### config.mk
export PLATFORM = sky130hd
export DESIGN_NAME = pixel_write_arbiter
export DESIGN_NICKNAME = d
export VERILOG_FILES = /design/src/rtl/pixel_write_arbiter.sv
export SDC_FILE = /design/constraint.sdc
export NUM_CORES = 1
export LEC_CHECK = 0
export BUFFER_PORTS_ARGS = -buffer_cell sky130_fd_sc_hd__buf_2
export CAP_MARGIN = 20
export CORE_ASPECT_RATIO = 1.2
export CORE_MARGIN = 3
export CORE_UTILIZATION = 55
export CTS_BUF_LIST = sky130_fd_sc_hd__clkbuf_4
export CTS_CLUSTER_SIZE = 16
export DETAILED_ROUTE_END_ITERATION = 8
export PLACE_DENSITY_LB_ADDON = 0.05
export SLEW_MARGIN = 20
export SYNTH_ARGS = -nofsm -noshare
export SYNTH_HDL_FRONTEND = slang
export SYNTH_SLANG_ARGS = --single-unit
### constraint.sdc
create_clock -name clk -period 7.8 [get_ports clk]
set_input_delay 0.78 -clock clk [delete_from_list [all_inputs] [get_ports clk]]
set_output_delay 0.78 -clock clk [all_outputs]
set_load 0.05 [all_outputs]
### src/rtl/pixel_write_arbiter.sv
// Round-robin arbiter between the line and arc rasterizers, feeding a single-beat
// Avalon-MM frame-buffer write master with clipping, timeout and statistics.
module pixel_write_arbiter #(
    parameter int X_W       = 10,
    parameter int Y_W       = 10,
    parameter int FB_WIDTH  = 640,
    parameter int FB_HEIGHT = 480,
    parameter int FB_BASE   = 0,
    parameter int ADDR_W    = 32,
    parameter int TIMEOUT   = 255,
    parameter int CNT_W     = 16
) (
    input  logic              clk,
    input  logic              nreset,
    input  logic              line_valid,
    input  logic [X_W-1:0]    line_x,
    input  logic [Y_W-1:0]    line_y,
    input  logic [23:0]       line_color,
    output logic              line_ready,
    input  logic              arc_valid,
    input  logic [X_W-1:0]    arc_x,
    input  logic [Y_W-1:0]    arc_y,
    input  logic [23:0]       arc_color,
    output logic              arc_ready,
    output logic              avm_write,
    output logic [ADDR_W-1:0] avm_address,
    output logic [31:0]       avm_writedata,
    input  logic              avm_waitrequest,
    input  logic              clr_stats,
    output logic              busy,
    output logic              bus_err,
    output logic [CNT_W-1:0]  pix_written,
    output logic [CNT_W-1:0]  pix_clipped
);

    localparam int WAIT_W = $clog2(TIMEOUT + 1);

    typedef enum logic {IDLE, WRITE} state_t;
    typedef enum logic {GRANT_LINE, GRANT_ARC} grant_t;

    state_t              state_q, state_d;
    grant_t              last_grant_q, last_grant_d;
    logic                avm_write_q, avm_write_d;
    logic [ADDR_W-1:0]   avm_address_q, avm_address_d;
    logic [31:0]         avm_writedata_q, avm_writedata_d;
    logic [WAIT_W-1:0]   wait_cnt_q, wait_cnt_d;
    logic                bus_err_q, bus_err_d;
    logic [CNT_W-1:0]    pix_written_q, pix_written_d;
    logic [CNT_W-1:0]    pix_clipped_q, pix_clipped_d;

    logic                pick_arc;
    logic                pick_line;
    logic                take;
    logic [X_W-1:0]      sel_x;
    logic [Y_W-1:0]      sel_y;
    logic [23:0]         sel_color;
    logic                sel_clipped;
    logic [ADDR_W-1:0]   sel_addr;

    // On a tie the engine that did not win last time gets the bus.
    assign pick_arc  = arc_valid && (!line_valid || last_grant_q == GRANT_LINE);
    assign pick_line = line_valid && !pick_arc;

    assign line_ready = (state_q == IDLE) && pick_line;
    assign arc_ready  = (state_q == IDLE) && pick_arc;
    assign take       = line_ready || arc_ready;

    assign sel_x     = pick_arc ? arc_x     : line_x;
    assign sel_y     = pick_arc ? arc_y     : line_y;
    assign sel_color = pick_arc ? arc_color : line_color;

    assign sel_clipped = (32'(sel_x) >= 32'(FB_WIDTH)) || (32'(sel_y) >= 32'(FB_HEIGHT));

    // Arithmetic is done at ADDR_W so the byte address wraps modulo 2^ADDR_W.
    assign sel_addr = ADDR_W'(FB_BASE)
                    + ((ADDR_W'(sel_y) * ADDR_W'(FB_WIDTH) + ADDR_W'(sel_x)) << 2);

    always_comb begin
        state_d         = state_q;
        last_grant_d    = last_grant_q;
        avm_write_d     = avm_write_q;
        avm_address_d   = avm_address_q;
        avm_writedata_d = avm_writedata_q;
        wait_cnt_d      = wait_cnt_q;
        bus_err_d       = bus_err_q;
        pix_written_d   = pix_written_q;
        pix_clipped_d   = pix_clipped_q;

        case (state_q)
            IDLE: begin
                if (take) begin
                    last_grant_d = pick_arc ? GRANT_ARC : GRANT_LINE;
                    if (sel_clipped) begin
                        if (pix_clipped_q != '1) begin
                            pix_clipped_d = pix_clipped_q + 1'b1;
                        end
                    end else begin
                        state_d         = WRITE;
                        avm_write_d     = 1'b1;
                        avm_address_d   = sel_addr;
                        avm_writedata_d = {8'h00, sel_color};
                        wait_cnt_d      = '0;
                    end
                end
            end
            WRITE: begin
                if (!avm_waitrequest) begin
                    state_d     = IDLE;
                    avm_write_d = 1'b0;
                    if (pix_written_q != '1) begin
                        pix_written_d = pix_written_q + 1'b1;
                    end
                end else if (wait_cnt_q == WAIT_W'(TIMEOUT - 1)) begin
                    // This is the TIMEOUT-th stalled cycle: give up on the slave.
                    state_d     = IDLE;
                    avm_write_d = 1'b0;
                    bus_err_d   = 1'b1;
                end else begin
                    wait_cnt_d = wait_cnt_q + 1'b1;
                end
            end
            default: begin
                state_d     = IDLE;
                avm_write_d = 1'b0;
            end
        endcase

        if (clr_stats) begin
            pix_written_d = '0;
            pix_clipped_d = '0;
            bus_err_d     = 1'b0;
        end
    end

    always_ff @(posedge clk) begin
        if (!nreset) begin
            state_q         <= IDLE;
            last_grant_q    <= GRANT_ARC;
            avm_write_q     <= 1'b0;
            avm_address_q   <= '0;
            avm_writedata_q <= '0;
            wait_cnt_q      <= '0;
            bus_err_q       <= 1'b0;
            pix_written_q   <= '0;
            pix_clipped_q   <= '0;
        end else begin
            state_q         <= state_d;
            last_grant_q    <= last_grant_d;
            avm_write_q     <= avm_write_d;
            avm_address_q   <= avm_address_d;
            avm_writedata_q <= avm_writedata_d;
            wait_cnt_q      <= wait_cnt_d;
            bus_err_q       <= bus_err_d;
            pix_written_q   <= pix_written_d;
            pix_clipped_q   <= pix_clipped_d;
        end
    end

    assign avm_write     = avm_write_q;
    assign avm_address   = avm_address_q;
    assign avm_writedata = avm_writedata_q;
    assign busy          = (state_q == WRITE);
    assign bus_err       = bus_err_q;
    assign pix_written   = pix_written_q;
    assign pix_clipped   = pix_clipped_q;

endmodule
==> results.tsv <==
metric	value	unit
Detail Placement HPWL	9210	um
CP bufs+invs	3	
wire per inst	13.9	um
max incr delay on CP	0.58	ns
top post-synthesis cells by area	dfxtp_1 (36%), mux2i_1 (8.0%), nor2_1 (7.4%)	
Via density	5.29	
PwrDens	187	nW/um^2
post-route clock skew	0.0151	ns
Switching Fraction	39.5	%
CTS tree	done	
synth warn	0	
PortBufs	175	
initial drt markers	140	
initial antenna violation count	0	
status	finished, final reports clean	
sequential area share after synthesis	35.7	%
Die X	93.0	um
Critical Path Source Type	input pin	
Fin Hold WS	0.462	ns
CTS hold repair buffers	0	
Net count, final	845	
EDFF count, synth	0	
CP startpoint	line_valid	
Clk Latency, worst-skew pair	0.43	ns
Pre-Repair DR Iteration Count	4	
Comb power frac	35.2	%
DRT Wirelength	11900	um
number of cells on the critical path	14	
CP top delay family	simple AND/OR/NAND/NOR gates	
Clock Tree Buf Depth	2	
post-layout min period	4.27	ns
VDD IR-drop max	111	uV
Synth Cell Area	4990	sq um
Flop pwr share	44.4	%
Yosys reg bits	89	
Routed Antenna Nets	0	
max cap viols	0	
clock network power share	20.4	%
Setup violations, final	0	
# DRC	0	
worst-path cell chain	buf_2 > a21boi_4 > buf_4 > mux2i_1 > inv_1 > ha_1 > ha_1 > fa_1 > a211oi_2 > nor2_1 > nor4_1 > nand4_1 > or4_1 > a21oi_1	
gr usage total	22.5	%
CTS Buf Count	9	
Worst-Margin Slew	0.811	ns
Reg clk slew, reported paths	0.15	ns
register area	1780	sq um
dpl cell area	5820	sq um
arrival time of the worst setup path	4.64	ns
Design Power	1.11	mW
worst hold path class	reg2reg	
Hold Fails Final Rpt	0	
CTS H-Tree Depth	3	
Synth Instances	573	
core footprint	8700	sq um
Worst Setup Path Type	in2reg	
Vias	4518	
Starting Density	57.4	%
Rows	37	
Die Area	10300	sq um
clock root buffer master	clkbuf_4	
post-synthesis async set-or-reset flop share	0	%
WP data required	8.17	ns
Reg2Reg Depth	13	
RePlAce Congestion	0.856	
Mean Syn Cell Area	8.72	sq um
area added between synthesis and finish	18.9	%
fin crit share	54.7	%
global-route wire length before repair	18500	um
total negative setup slack	0	ns
largest net degree at the start of global routing	68	
Chip Height	110	um
leakage	2.63	nW
worst r2r src	last_grant_q	
Yosys cell types	51	
ys flop type	dfxtp_1	
layout filler cell count	799	
clk sinks	89	
cell mode on critical path	ha_1	
net switching power	0.439	mW
Overflow after GRT	0	
share of layout cells above drive strength 1	28.5	%
number of setup buffers added after CTS	0	
ANT cells	0	
Final Max Slew Viols	0	
vias in the first global route	4108	
worst reg2reg setup slack	3.64	ns
crit path to	avm_address[21]	
Worst setup EP type	flop	
Worst path slowest cell	buf_4	
Resized cells post-CTS	0	
Fmax achieved	0.234	GHz
relative slew slack	45.9	%
RSZ-0062 raised after global routing	no	
Multi-input gate area	2960	sq um
P_int	0.672	mW
worst-path maximum fanout	51	
I/O pins	195	
Finished Cell Area	5940	sq um
Synth top area share	35.7	%
reg2reg end	avm_address[21]	
Synth area leader	dfxtp_1	
## state kept, by name, indices dropped and copies added (netlist names)
name,cells
avm_writedata,24
avm_address,21
pix_clipped,16
pix_written,16
wait_cnt_q,8
avm_write,1
bus_err,1
busy,1
last_grant_q,1
## per-stage QoR
| stage | utilization, % | setup slack, ns | instances |
|---|---|---|---|
| 5_1_grt | 68.2 | 3.20 | 854 |
| 3_5_place_dp | 66.9 | 3.09 | 838 |
| 4_1_cts | 68.2 | 3.56 | 854 |
| 6_report | 68.2 | 3.53 | 854 |
| 3_3_place_gp | 66.9 | 3.17 | 838 |
| 2_1_floorplan | - | 3.75 | 591 |
## worst min path at each step
stage                                  to  slack, ns  depth (start not counted)            start
after global placement    avm_address[21]       0.44                          2  avm_address[21]
final                     avm_address[10]       0.46                          2  avm_address[10]
after CTS                 avm_address[10]       0.46                          2  avm_address[10]
after floorplan             wait_cnt_q[3]       0.46                          1    wait_cnt_q[3]
after global routing      avm_address[10]       0.49                          2  avm_address[10]
after detailed placement  avm_address[10]       0.44                          2  avm_address[10]
## cell usage after synthesis (2+ instances only)
| cell | count |
|---|---|
| nor2_1 | 99 |
| dfxtp_1 | 89 |
| a211oi_1 | 41 |
| mux2i_1 | 40 |
| nand2_1 | 35 |
| xnor2_1 | 32 |
| buf_4 | 20 |
| xor2_1 | 19 |
| a21oi_1 | 18 |
| ha_1 | 17 |
| clkbuf_1 | 15 |
| nand3_1 | 14 |
| nand4_1 | 14 |
| o21ai_0 | 14 |
| inv_1 | 12 |
| and3_1 | 9 |
| buf_2 | 9 |
| mux2_2 | 7 |
| nor4_1 | 7 |
| a21o_1 | 6 |
| nor3_1 | 6 |
| a31oi_1 | 4 |
| nand2b_1 | 4 |
| nor4_4 | 4 |
| and4_1 | 3 |
| nor3b_1 | 3 |
| o21a_1 | 3 |
| or3_1 | 3 |
| buf_6 | 2 |
| fa_1 | 2 |
| or2_2 | 2 |
## cells in the final DEF (no fill, tap or decap), drive strengths merged, types with 7 or more instances in the layout
| cell type | count |
|---|---|
| inv | 15 |
| conb | 19 |
| a211oi | 42 |
| nand2 | 35 |
| nand4 | 14 |
| nor4 | 11 |
| xnor2 | 32 |
| nor2 | 99 |
| nand3 | 14 |
| o21ai | 14 |
| buf | 177 |
| clkbuf | 9 |
| a21oi | 18 |
| mux2i | 40 |
| dfxtp | 89 |
| xor2 | 19 |
| mux2 | 7 |
| and3 | 9 |
| ha | 17 |
## power by group through the flow
stage / sequential, mW / clock, mW / combinational [mW]
after floorplan: 0.586 / 0 / 0.228
after global placement: 0.503 / 0 / 0.384
after detailed placement: 0.503 / 0 / 0.390
after CTS: 0.494 / 0.236 / 0.391
after global routing: 0.498 / 0.254 / 0.427
final: 0.494 / 0.227 / 0.390
## tightest hold or removal path: stages (launching register included)
cell and delay (ns):
dfxtp_1 0.34, nand2_1 0.05, a21oi_1 0.05
## cell families after synthesis
logic type,Yosys count,share of synthesized area [%]
DFF,89,35.7
and+or+nand+nor,209,20.6
adders and majority gates,19,5.06
muxes,47,9.59
buffers and inverters,60,6.54
other,1,0.0751
AOI/OAI and AO/OA,97,13.6
xor gates and xnor gates,51,8.94
## layer usage
layer,vias up,GRT usage (%),share of wire [%]
met3,18,4.75,5.7
met2,137,40.7,51
met4,0,8.38,2.0
li1,2309,-,-
met1,2054,26.2,42
met5,-,0,0
## final cells by class
type	instances	area share, %
Multi-Input combinational cell	442	49.8
Timing Repair Buffer	177	15.0
Inverter	13	0.822
Sequential cell	89	30.0
Tap cell	117	2.47
Clock buffer	9	1.14
Clock inverter	7	0.759
No activity file was read; power rests on OpenSTA's default activity.
